[src/rtl/regfile_read_bank_pkg.sv]
// Shared CPU datapath types used by the register-file read bank and its
// read-select muxes.
package regfile_read_bank_pkg;

  typedef logic [4:0]  regbits_t;
  typedef logic [31:0] word_t;

  localparam regbits_t REG_ZERO = 5'd0;

endpackage : regfile_read_bank_pkg

[src/rtl/regfile_read_bank_if.sv]
// Write-enable / read-port bundle between the write-select decoder side
// (master) and the register-file read bank (slave).
interface regfile_read_bank_if
  import regfile_read_bank_pkg::*;
#(
  parameter int NREGS  = 32,
  parameter int DWIDTH = 32
) ();

  logic [NREGS-1:0]  en;
  logic [DWIDTH-1:0] wdat;
  regbits_t          rsel1;
  regbits_t          rsel2;
  logic [DWIDTH-1:0] rdat1;
  logic [DWIDTH-1:0] rdat2;
  logic              onehot_err;

  modport master (
    output en, wdat, rsel1, rsel2,
    input  rdat1, rdat2, onehot_err
  );

  modport slave (
    input  en, wdat, rsel1, rsel2,
    output rdat1, rdat2, onehot_err
  );

endinterface : regfile_read_bank_if

[src/rtl/regfile_read_mux.sv]
// One read port: register select with write-through bypass; register 0 and
// indices beyond the implemented register count always read zero.
module regfile_read_mux
  import regfile_read_bank_pkg::*;
#(
  parameter int NREGS  = 32,
  parameter int DWIDTH = 32
) (
  input  regbits_t                      rsel,
  input  logic [NREGS-1:0]              en,
  input  logic [DWIDTH-1:0]             wdat,
  input  logic [NREGS-1:0][DWIDTH-1:0]  regs,
  output logic [DWIDTH-1:0]             rdat
);

  localparam int IW = (NREGS > 1) ? $clog2(NREGS) : 1;

  logic [IW-1:0] idx_s;
  logic          in_range_s;

  // Select the addressed register, preferring the word being written this cycle.
  always_comb begin
    idx_s      = rsel[IW-1:0];
    in_range_s = (32'(rsel) < 32'(NREGS));
    rdat       = '0;
    if (rsel == REG_ZERO) begin
      rdat = '0;
    end else if (!in_range_s) begin
      rdat = '0;
    end else if (en[idx_s]) begin
      rdat = wdat;
    end else begin
      rdat = regs[idx_s];
    end
  end

endmodule : regfile_read_mux

[src/rtl/regfile_read_bank.sv]
// Register storage with two bypassed read ports, optional output registers
// and a one-cycle flag for multi-hot write enables.
module regfile_read_bank
  import regfile_read_bank_pkg::*;
#(
  parameter int NREGS   = 32,
  parameter int DWIDTH  = 32,
  parameter int REG_OUT = 0
) (
  input  logic                CLK,
  input  logic                RST,
  regfile_read_bank_if.slave  bus
);

  logic [NREGS-1:0][DWIDTH-1:0] regs_r;
  logic [NREGS-1:0]             en_masked_s;
  logic                         multi_hot_s;
  logic                         err_r;
  logic [DWIDTH-1:0]            rd1_s;
  logic [DWIDTH-1:0]            rd2_s;

  // Bit 0 never writes, so it is excluded from the multi-hot test.
  always_comb begin
    en_masked_s = bus.en & ~NREGS'(1);
    multi_hot_s = |(en_masked_s & (en_masked_s - NREGS'(1)));
  end

  // Storage update and error flag; reset wins over a same-cycle write.
  always_ff @(posedge CLK) begin
    if (RST) begin
      regs_r <= '0;
      err_r  <= 1'b0;
    end else begin
      regs_r[0] <= '0;
      for (int i = 1; i < NREGS; i++) begin
        if (bus.en[i]) begin
          regs_r[i] <= bus.wdat;
        end else begin
          regs_r[i] <= regs_r[i];
        end
      end
      err_r <= multi_hot_s;
    end
  end

  regfile_read_mux #(.NREGS(NREGS), .DWIDTH(DWIDTH)) u_mux1 (
    .rsel (bus.rsel1),
    .en   (bus.en),
    .wdat (bus.wdat),
    .regs (regs_r),
    .rdat (rd1_s)
  );

  regfile_read_mux #(.NREGS(NREGS), .DWIDTH(DWIDTH)) u_mux2 (
    .rsel (bus.rsel2),
    .en   (bus.en),
    .wdat (bus.wdat),
    .regs (regs_r),
    .rdat (rd2_s)
  );

  if (REG_OUT != 0) begin : g_reg_out
    logic [DWIDTH-1:0] rdat1_r;
    logic [DWIDTH-1:0] rdat2_r;

    // Capture the bypassed read value so it appears one cycle after rsel.
    always_ff @(posedge CLK) begin
      if (RST) begin
        rdat1_r <= '0;
        rdat2_r <= '0;
      end else begin
        rdat1_r <= rd1_s;
        rdat2_r <= rd2_s;
      end
    end

    assign bus.rdat1 = rdat1_r;
    assign bus.rdat2 = rdat2_r;
  end else begin : g_comb_out
    assign bus.rdat1 = rd1_s;
    assign bus.rdat2 = rd2_s;
  end

  assign bus.onehot_err = err_r;

endmodule : regfile_read_bank

[src/flat_wrapper.sv]
// flat-port wrapper written by rule: the top's interface ports become plain ports
module regfile_read_bank_flat import regfile_read_bank_pkg::*;
#(
  parameter int NREGS   = 32,
  parameter int DWIDTH  = 32,
  parameter int REG_OUT = 0
)
  (CLK, RST, bus_en, bus_wdat, bus_rsel1, bus_rsel2, bus_rdat1, bus_rdat2, bus_onehot_err);
  regfile_read_bank_if #(.NREGS(NREGS), .DWIDTH(DWIDTH)) bus_i ();
  input  logic CLK;
  input  logic RST;
  input wire logic [$bits(bus_i.en)-1:0] bus_en;
  input wire logic [$bits(bus_i.wdat)-1:0] bus_wdat;
  input wire logic [$bits(bus_i.rsel1)-1:0] bus_rsel1;
  input wire logic [$bits(bus_i.rsel2)-1:0] bus_rsel2;
  output wire logic [$bits(bus_i.rdat1)-1:0] bus_rdat1;
  output wire logic [$bits(bus_i.rdat2)-1:0] bus_rdat2;
  output wire logic [$bits(bus_i.onehot_err)-1:0] bus_onehot_err;
  assign bus_i.en = bus_en;
  assign bus_i.wdat = bus_wdat;
  assign bus_i.rsel1 = bus_rsel1;
  assign bus_i.rsel2 = bus_rsel2;
  assign bus_rdat1 = bus_i.rdat1;
  assign bus_rdat2 = bus_i.rdat2;
  assign bus_onehot_err = bus_i.onehot_err;
  regfile_read_bank #(.NREGS(NREGS), .DWIDTH(DWIDTH), .REG_OUT(REG_OUT)) u_core (.CLK(CLK), .RST(RST), .bus(bus_i));
endmodule
[config.mk]
export PLATFORM = sky130hd
export DESIGN_NAME = regfile_read_bank_flat
export DESIGN_NICKNAME = d
export VERILOG_FILES = /design/src/rtl/regfile_read_bank_pkg.sv /design/src/rtl/regfile_read_bank_if.sv /design/src/rtl/regfile_read_mux.sv /design/src/rtl/regfile_read_bank.sv /design/src/flat_wrapper.sv
export SDC_FILE = /design/constraint.sdc
export NUM_CORES = 2
export LEC_CHECK = 0
export CORE_UTILIZATION = 55
export CTS_BUF_LIST = sky130_fd_sc_hd__clkbuf_2
export CTS_CLUSTER_SIZE = 40
export DETAILED_ROUTE_END_ITERATION = 8
export PLACE_DENSITY_LB_ADDON = 0.12
export SLEW_MARGIN = 30
export SYNTH_ARGS = -nofsm -noshare
export SYNTH_HDL_FRONTEND = slang
export SYNTH_SLANG_ARGS = --single-unit
[constraint.sdc]
create_clock -name CLK -period 6.75 [get_ports CLK]
set_clock_uncertainty 0.1 [all_clocks]
set_input_delay 1.35 -clock CLK [delete_from_list [all_inputs] [get_ports CLK]]
set_output_delay 1.35 -clock CLK [all_outputs]
set_load 0.03 [all_outputs]
=== After elaboration in Yosys (flattened, before gate mapping) ===
Index checks and enable logic that the tools add are counted.

* Flip-flop bits (word level): 1025
* Bits of input ports: 76
* Output and inout port bits: 65
* Logic and storage cells: 52

* Add/sub/neg operators: 1
* Magnitude comparators: 2
* Mux-type cells: 12
* Bitwise gates (word level): 1
* Reductions and logical operators: 3

{| class="wikitable"
|+ Operators by type and width
! cell !! count
|-
| 32-bit binary-select mux with 5-bit select || 2
|-
| 32-bit two-way mux || 6
|-
| 32-bit bitwise AND || 1
|-
| 32-bit OR reduction || 1
|-
| 32-bit by 1-bit subtractor with 32-bit output, second input constant || 1
|-
| 5-bit by 6-bit less-than comparator with 1-bit output, second input constant || 2
|-
| 1-bit binary-select mux with 5-bit select || 2
|-
| 5-bit logical NOT || 2
|-
| 1-bit two-way mux || 2
|}

=== Depth between registers and ports, before layout ===
* Word-level depth: 4
* Depth in mapped cells: 11
* Gate-level depth less buffers: 6

=== Hierarchy ===
Synthesis repeated with hierarchy kept, for this count alone.

* Cells, all modules: 4691
* Area, all modules: 53490.1 um2

{| class="wikitable"
|+ Modules (own cells, without submodules)
! module !! instances !! cells an instance !! area an instance (um2) !! sequential area each (um2)
|-
| regfile_read_bank || 1 || 3377 || 35262.6 || 19879.1
|-
| regfile_read_mux || 2 || 657 || 9113.7 || 0.0
|}

=== Worst setup path before layout ===
Ideal clock, no wire load.

* Path type: input port to output port
* From: input bus_rsel1[0]
* To: output bus_rdat1[30]
* Data arrival time: 3.679 ns
* Required time: 5.300 ns
* Setup slack: 1.621 ns
* Stages: 10
* Buffers on the path: 6
* Cells stage by stage: buf_4 > buf_4 > buf_4 > buf_2 > buf_6 > buf_2 > a221oi_1 > a2111oi_0 > a211oi_1 > nor3_1

* Cells in the longest elaborated chain, start to end: 4
* Elaborated cells between the ends (all ways): 7
* Those cells by class: 6 x mux; 1 x reduce/logical

{| class="wikitable"
|+ Ends and longest elaborated chain
! element !! RTL line !! RTL
|-
| from (decl) || flat_wrapper.sv:14 || <nowiki>input wire logic [$bits(bus_i.rsel1)-1:0] bus_rsel1;</nowiki>
|-
| 32-bit binary-select mux with 5-bit select / 1-bit binary-select mux with 5-bit select (equally long branches) || regfile_read_mux.sv:33, regfile_read_mux.sv:30 ||
|-
| 32-bit two-way mux (implied by the code) / 1-bit two-way mux (equally long branches) || regfile_read_mux.sv:33, regfile_read_mux.sv:30 ||
|-
| 32-bit two-way mux || regfile_read_mux.sv:30 || <nowiki>end else if (en[idx_s]) begin</nowiki>
|-
| 32-bit two-way mux (*) || regfile_read_mux.sv:26 || <nowiki>if (rsel == REG_ZERO) begin</nowiki>
|-
| to (decl) || flat_wrapper.sv:16 || <nowiki>output wire logic [$bits(bus_i.rdat1)-1:0] bus_rdat1;</nowiki>
|}

Mark *: on every way between the ends. The rest lies on a longest branch, timed or not. The select of a mux whose other input is x is not followed.

=== Final worst setup path ===
* From: input bus_rsel2[3]
* To: output bus_rdat2[27]

* Cells in the longest elaborated chain, start to end: 4
* Elaborated cells between the ends (all ways): 7
* Those cells by class: 6 x mux; 1 x reduce/logical

{| class="wikitable"
|+ Ends and longest elaborated chain
! element !! RTL line !! RTL
|-
| from (decl) || flat_wrapper.sv:15 || <nowiki>input wire logic [$bits(bus_i.rsel2)-1:0] bus_rsel2;</nowiki>
|-
| 32-bit binary-select mux with 5-bit select / 1-bit binary-select mux with 5-bit select (equally long branches) || regfile_read_mux.sv:33, regfile_read_mux.sv:30 ||
|-
| 32-bit two-way mux (implied by the code) / 1-bit two-way mux (equally long branches) || regfile_read_mux.sv:33, regfile_read_mux.sv:30 ||
|-
| 32-bit two-way mux || regfile_read_mux.sv:30 ||
|-
| 32-bit two-way mux (*) || regfile_read_mux.sv:26 ||
|-
| to (decl) || flat_wrapper.sv:17 || <nowiki>output wire logic [$bits(bus_i.rdat2)-1:0] bus_rdat2;</nowiki>
|}

Marked as above.

==> results.txt <==
Critical Path Most Common Cell - sky130_fd_sc_hd__nor3_1
list of cells traversed by the critical path - clkdlybuf4s50_1 -> mux4_2 -> nor2_1 -> a211oi_4 -> buf_4 -> nor3_1 -> nor3_1 -> buf_12
#FFs+latches synth - 993
hold crit path type - in -> reg
worst stage delay on the critical path - 0.69 ns
total setup violations reported at the end of the flow - 0
Die X-Extent - 309 um
count of buffering cells on the critical path with inverters included - 3
largest fanout of any net on the critical path - 16
most used flip-flop cell after synthesis - sky130_fd_sc_hd__dfxtp_1
fraction of power consumed by the clock network - 0.317
Total GRT Usage - 0.383
antenna violations before repair - 7
Die Ht - 309 um
worst IR drop on VDD - 158 uV
instance count of the mapped netlist - 4804
leakage power summed over all cells - 0.0241 uW
first-pass GRT wire length - 268000 um
residual overflow from global routing - 0
Max Slew Vio Count - 0
Power per Cell Area - 240 nW/um^2
vias after detailed routing - 41591
violation count after the first detailed-route iteration - 5788
worst setup path category - in -> out
share of total power in sequential cells - 0.476
category of cells accounting for the largest share of critical-path delay - buffers and inverters
mean area per synthesized cell - 10.8 um^2
fin crit share - 0.928
total count of hold-check failures in the final report - 0
result of the run - finished, final reports clean
post-synth cell types - 52
routability-driven placement congestion ratio - 0.885
fraction of power spent switching nets - 0.326
clock tree root driver cell - sky130_fd_sc_hd__clkbuf_2
internal power - 9160 uW
initial cell density of the core - 0.556
netlist area before placement - 51900 um^2
# rows - 112
final WL - 184000 um
CTS clock-pin slew for the worst setup and hold paths - 0.10 ns
FFs w/ async S/R, synth - 0
post-synthesis sequential area ratio - 0.383
number of DRC violations after detailed routing - 0
category of the worst setup path launch point - input pin
post-layout utilization of the core - 0.606
min cycle time layout - 6.26 ns
# Post-CTS Setup Buffers - 0
worst hold slack - 0.173 ns
count of nets left with antenna violations after detail routing - 0
count of yosys warnings during synthesis - 0
combinational power share - 0.207
total of max-cap violations - 0
synthesized netlist net count - 4880
Core Footprint - 93300 um^2
CTS resizes - 0
clock latency of the later-clocked register in the worst-skew pair - 1.51 ns
sink count of the clock tree - 993
worst path arrival time - 4.81 ns
pin count of the biggest net entering global routing - 194
final sum of negative setup slack - 0 ns
TritonCTS clock tree - done
net switching power - 4430 uW
placed wire-length estimate - 107000 um
drt first pass iters - 9
die area - 95600 um^2
Longest Clk Path Bufs - 4
Peak Freq - 160 MHz
boundary pin count - 141
capturing element type of the critical path - output pin
signed area change from the synthesized netlist to the final layout - 8.94%
cell at the slowest stage of the critical path - sky130_fd_sc_hd__mux4_2
count of port buffers added during placement - 140
relative slew slack - 0.303
hold buffer count at CTS - 0
transition time at the pin with the least slew margin - 1.04 ns
required time worst endpoint - 5.30 ns
vias in the first global route - 39397
post-detailed-route wirelength per cell - 29.6 um
maximum level of the CTS H-tree - 5
number of CTS-inserted buffers - 281
Via density - 6.67
RSZ-0062 raised after global routing - no
layout cell share with drive strength beyond 1 - 0.255
# nets final - 4884
number of synthesized flops with an enable pin - 0
worst reg2reg max path: cells and delay by family, from the launching register on:
family,cells,cell delay (ns)
muxes,1,0.16
and+or+nand+nor,1,0.07
DFF,1,0.35
cells in the mapped netlist, types with 11 or more instances:
library cell,n,share of area
sky130_fd_sc_hd__o21ai_1,14,0.0014
sky130_fd_sc_hd__nand2_1,51,0.0037
sky130_fd_sc_hd__a221o_1,14,0.0027
sky130_fd_sc_hd__nor2b_1,14,0.0017
sky130_fd_sc_hd__mux2i_1,1039,0.20
sky130_fd_sc_hd__and3_1,12,0.0014
sky130_fd_sc_hd__clkbuf_1,417,0.030
sky130_fd_sc_hd__o221ai_1,11,0.0019
sky130_fd_sc_hd__a221oi_1,83,0.014
sky130_fd_sc_hd__nand3_1,21,0.0020
sky130_fd_sc_hd__buf_4,17,0.0025
sky130_fd_sc_hd__a31o_1,25,0.0042
sky130_fd_sc_hd__mux2_2,124,0.027
sky130_fd_sc_hd__buf_1,54,0.0039
sky130_fd_sc_hd__a2111oi_0,11,0.0019
sky130_fd_sc_hd__dfxtp_1,993,0.38
sky130_fd_sc_hd__a21oi_1,36,0.0035
sky130_fd_sc_hd__a22oi_1,100,0.014
sky130_fd_sc_hd__o21ai_0,20,0.0019
sky130_fd_sc_hd__nor2_1,1031,0.075
sky130_fd_sc_hd__o22ai_1,38,0.0046
sky130_fd_sc_hd__buf_2,80,0.0077
sky130_fd_sc_hd__mux4_2,440,0.19
sky130_fd_sc_hd__nor3_1,53,0.0051
sky130_fd_sc_hd__a211oi_1,18,0.0026
sky130_fd_sc_hd__a31oi_1,24,0.0029
through the flow:
stage               total power [uW]  instance area, um^2  setup WS, ns  std cells
floorplan                       8330                51900          1.62       4804
global placement                9300                54100         0.602       5777
detailed placement              9330                54200         0.623       5778
CTS                            13600                56500         0.607       6228
global route                   14100                56500         0.466       6235
finish                         13600                56500         0.488       6236
layer usage:
metal / track usage / vias to the layer above / wire (um)
met5: 0 / - / 15
li1: - / 17724 / -
met4: 0.153 / 4 / 6570
met1: 0.540 / 20805 / 76000
met3: 0.100 / 469 / 21400
met2: 0.558 / 2589 / 80400
state kept, by name (all words and copies together), names as in the netlist:
name / count
u_core.bus.onehot_err: 1
u_core.regs_r: 992
kinds of logic after synthesis:
kind of cell,after synthesis,synth area share
fa+ha+maj,1,0.000193
buf+inv,579,0.0458
mux,1603,0.418
flops,993,0.383
compound gates,416,0.0600
simple gates,1212,0.0927
worst paths after layout:
kind	start	end	slack (ns)	depth (start not counted)
worst max-delay path	bus_rsel2[3]	bus_rdat2[27]	0.49	8
worst min-delay path	bus_en[7]	u_core.regs_r[238]$_SDFFE_PP0P_	0.17	3
worst max register to register	u_core.regs_r[572]$_SDFFE_PP0P_	u_core.regs_r[572]$_SDFFE_PP0P_	5.95	2
worst min register to register	u_core.regs_r[374]$_SDFFE_PP0P_	u_core.regs_r[374]$_SDFFE_PP0P_	0.42	2
area by class of cell:
class                   count  area (um^2)
clock buffers             399         2000
flip-flops and latches    993        19900
multi-input cells        3232        29700
fillers                  7925        36800
repair buffers            294         2980
well taps                1254         1570
diodes                      7         17.5
inverters                   6         22.5
clock inverters            51          330
power groups by stage:
stage | Clock [uW] | Sequential [uW] | Combinational (uW)
final | 4310 | 6470 | 2820
after global routing | 4700 | 6510 | 2920
after CTS | 4370 | 6450 | 2760
after detailed placement | 0 | 6580 | 2750
after global placement | 0 | 6570 | 2730
after floorplan | 0 | 6500 | 1830
layout by cell type, fill, tap and decap left out, types with 11 or more instances in the layout:
cell                              Yosys  layout
sky130_fd_sc_hd__mux2i_1           1039    1039
sky130_fd_sc_hd__nor2_1            1031    1029
sky130_fd_sc_hd__dfxtp_1            993     993
sky130_fd_sc_hd__mux4_2             440     440
sky130_fd_sc_hd__clkbuf_2             0     399
sky130_fd_sc_hd__buf_4               17     197
sky130_fd_sc_hd__mux2_2             124     124
sky130_fd_sc_hd__a22oi_1            100     100
sky130_fd_sc_hd__a221oi_1            83      83
sky130_fd_sc_hd__buf_12               0      51
sky130_fd_sc_hd__nor3_1              53      50
sky130_fd_sc_hd__nand2_1             51      49
sky130_fd_sc_hd__o22ai_1             38      38
sky130_fd_sc_hd__a21oi_1             36      36
sky130_fd_sc_hd__clkdlybuf4s50_1      0      35
sky130_fd_sc_hd__clkinv_1             0      34
sky130_fd_sc_hd__a31o_1              25      25
sky130_fd_sc_hd__a31oi_1             24      24
sky130_fd_sc_hd__nand3_1             21      21
sky130_fd_sc_hd__o21ai_0             20      20
sky130_fd_sc_hd__a211oi_1            18      17
sky130_fd_sc_hd__o21ai_1             14      14
sky130_fd_sc_hd__a221o_1             14      14
sky130_fd_sc_hd__o221ai_1            11      11
Power figures use the tool's default switching activity.
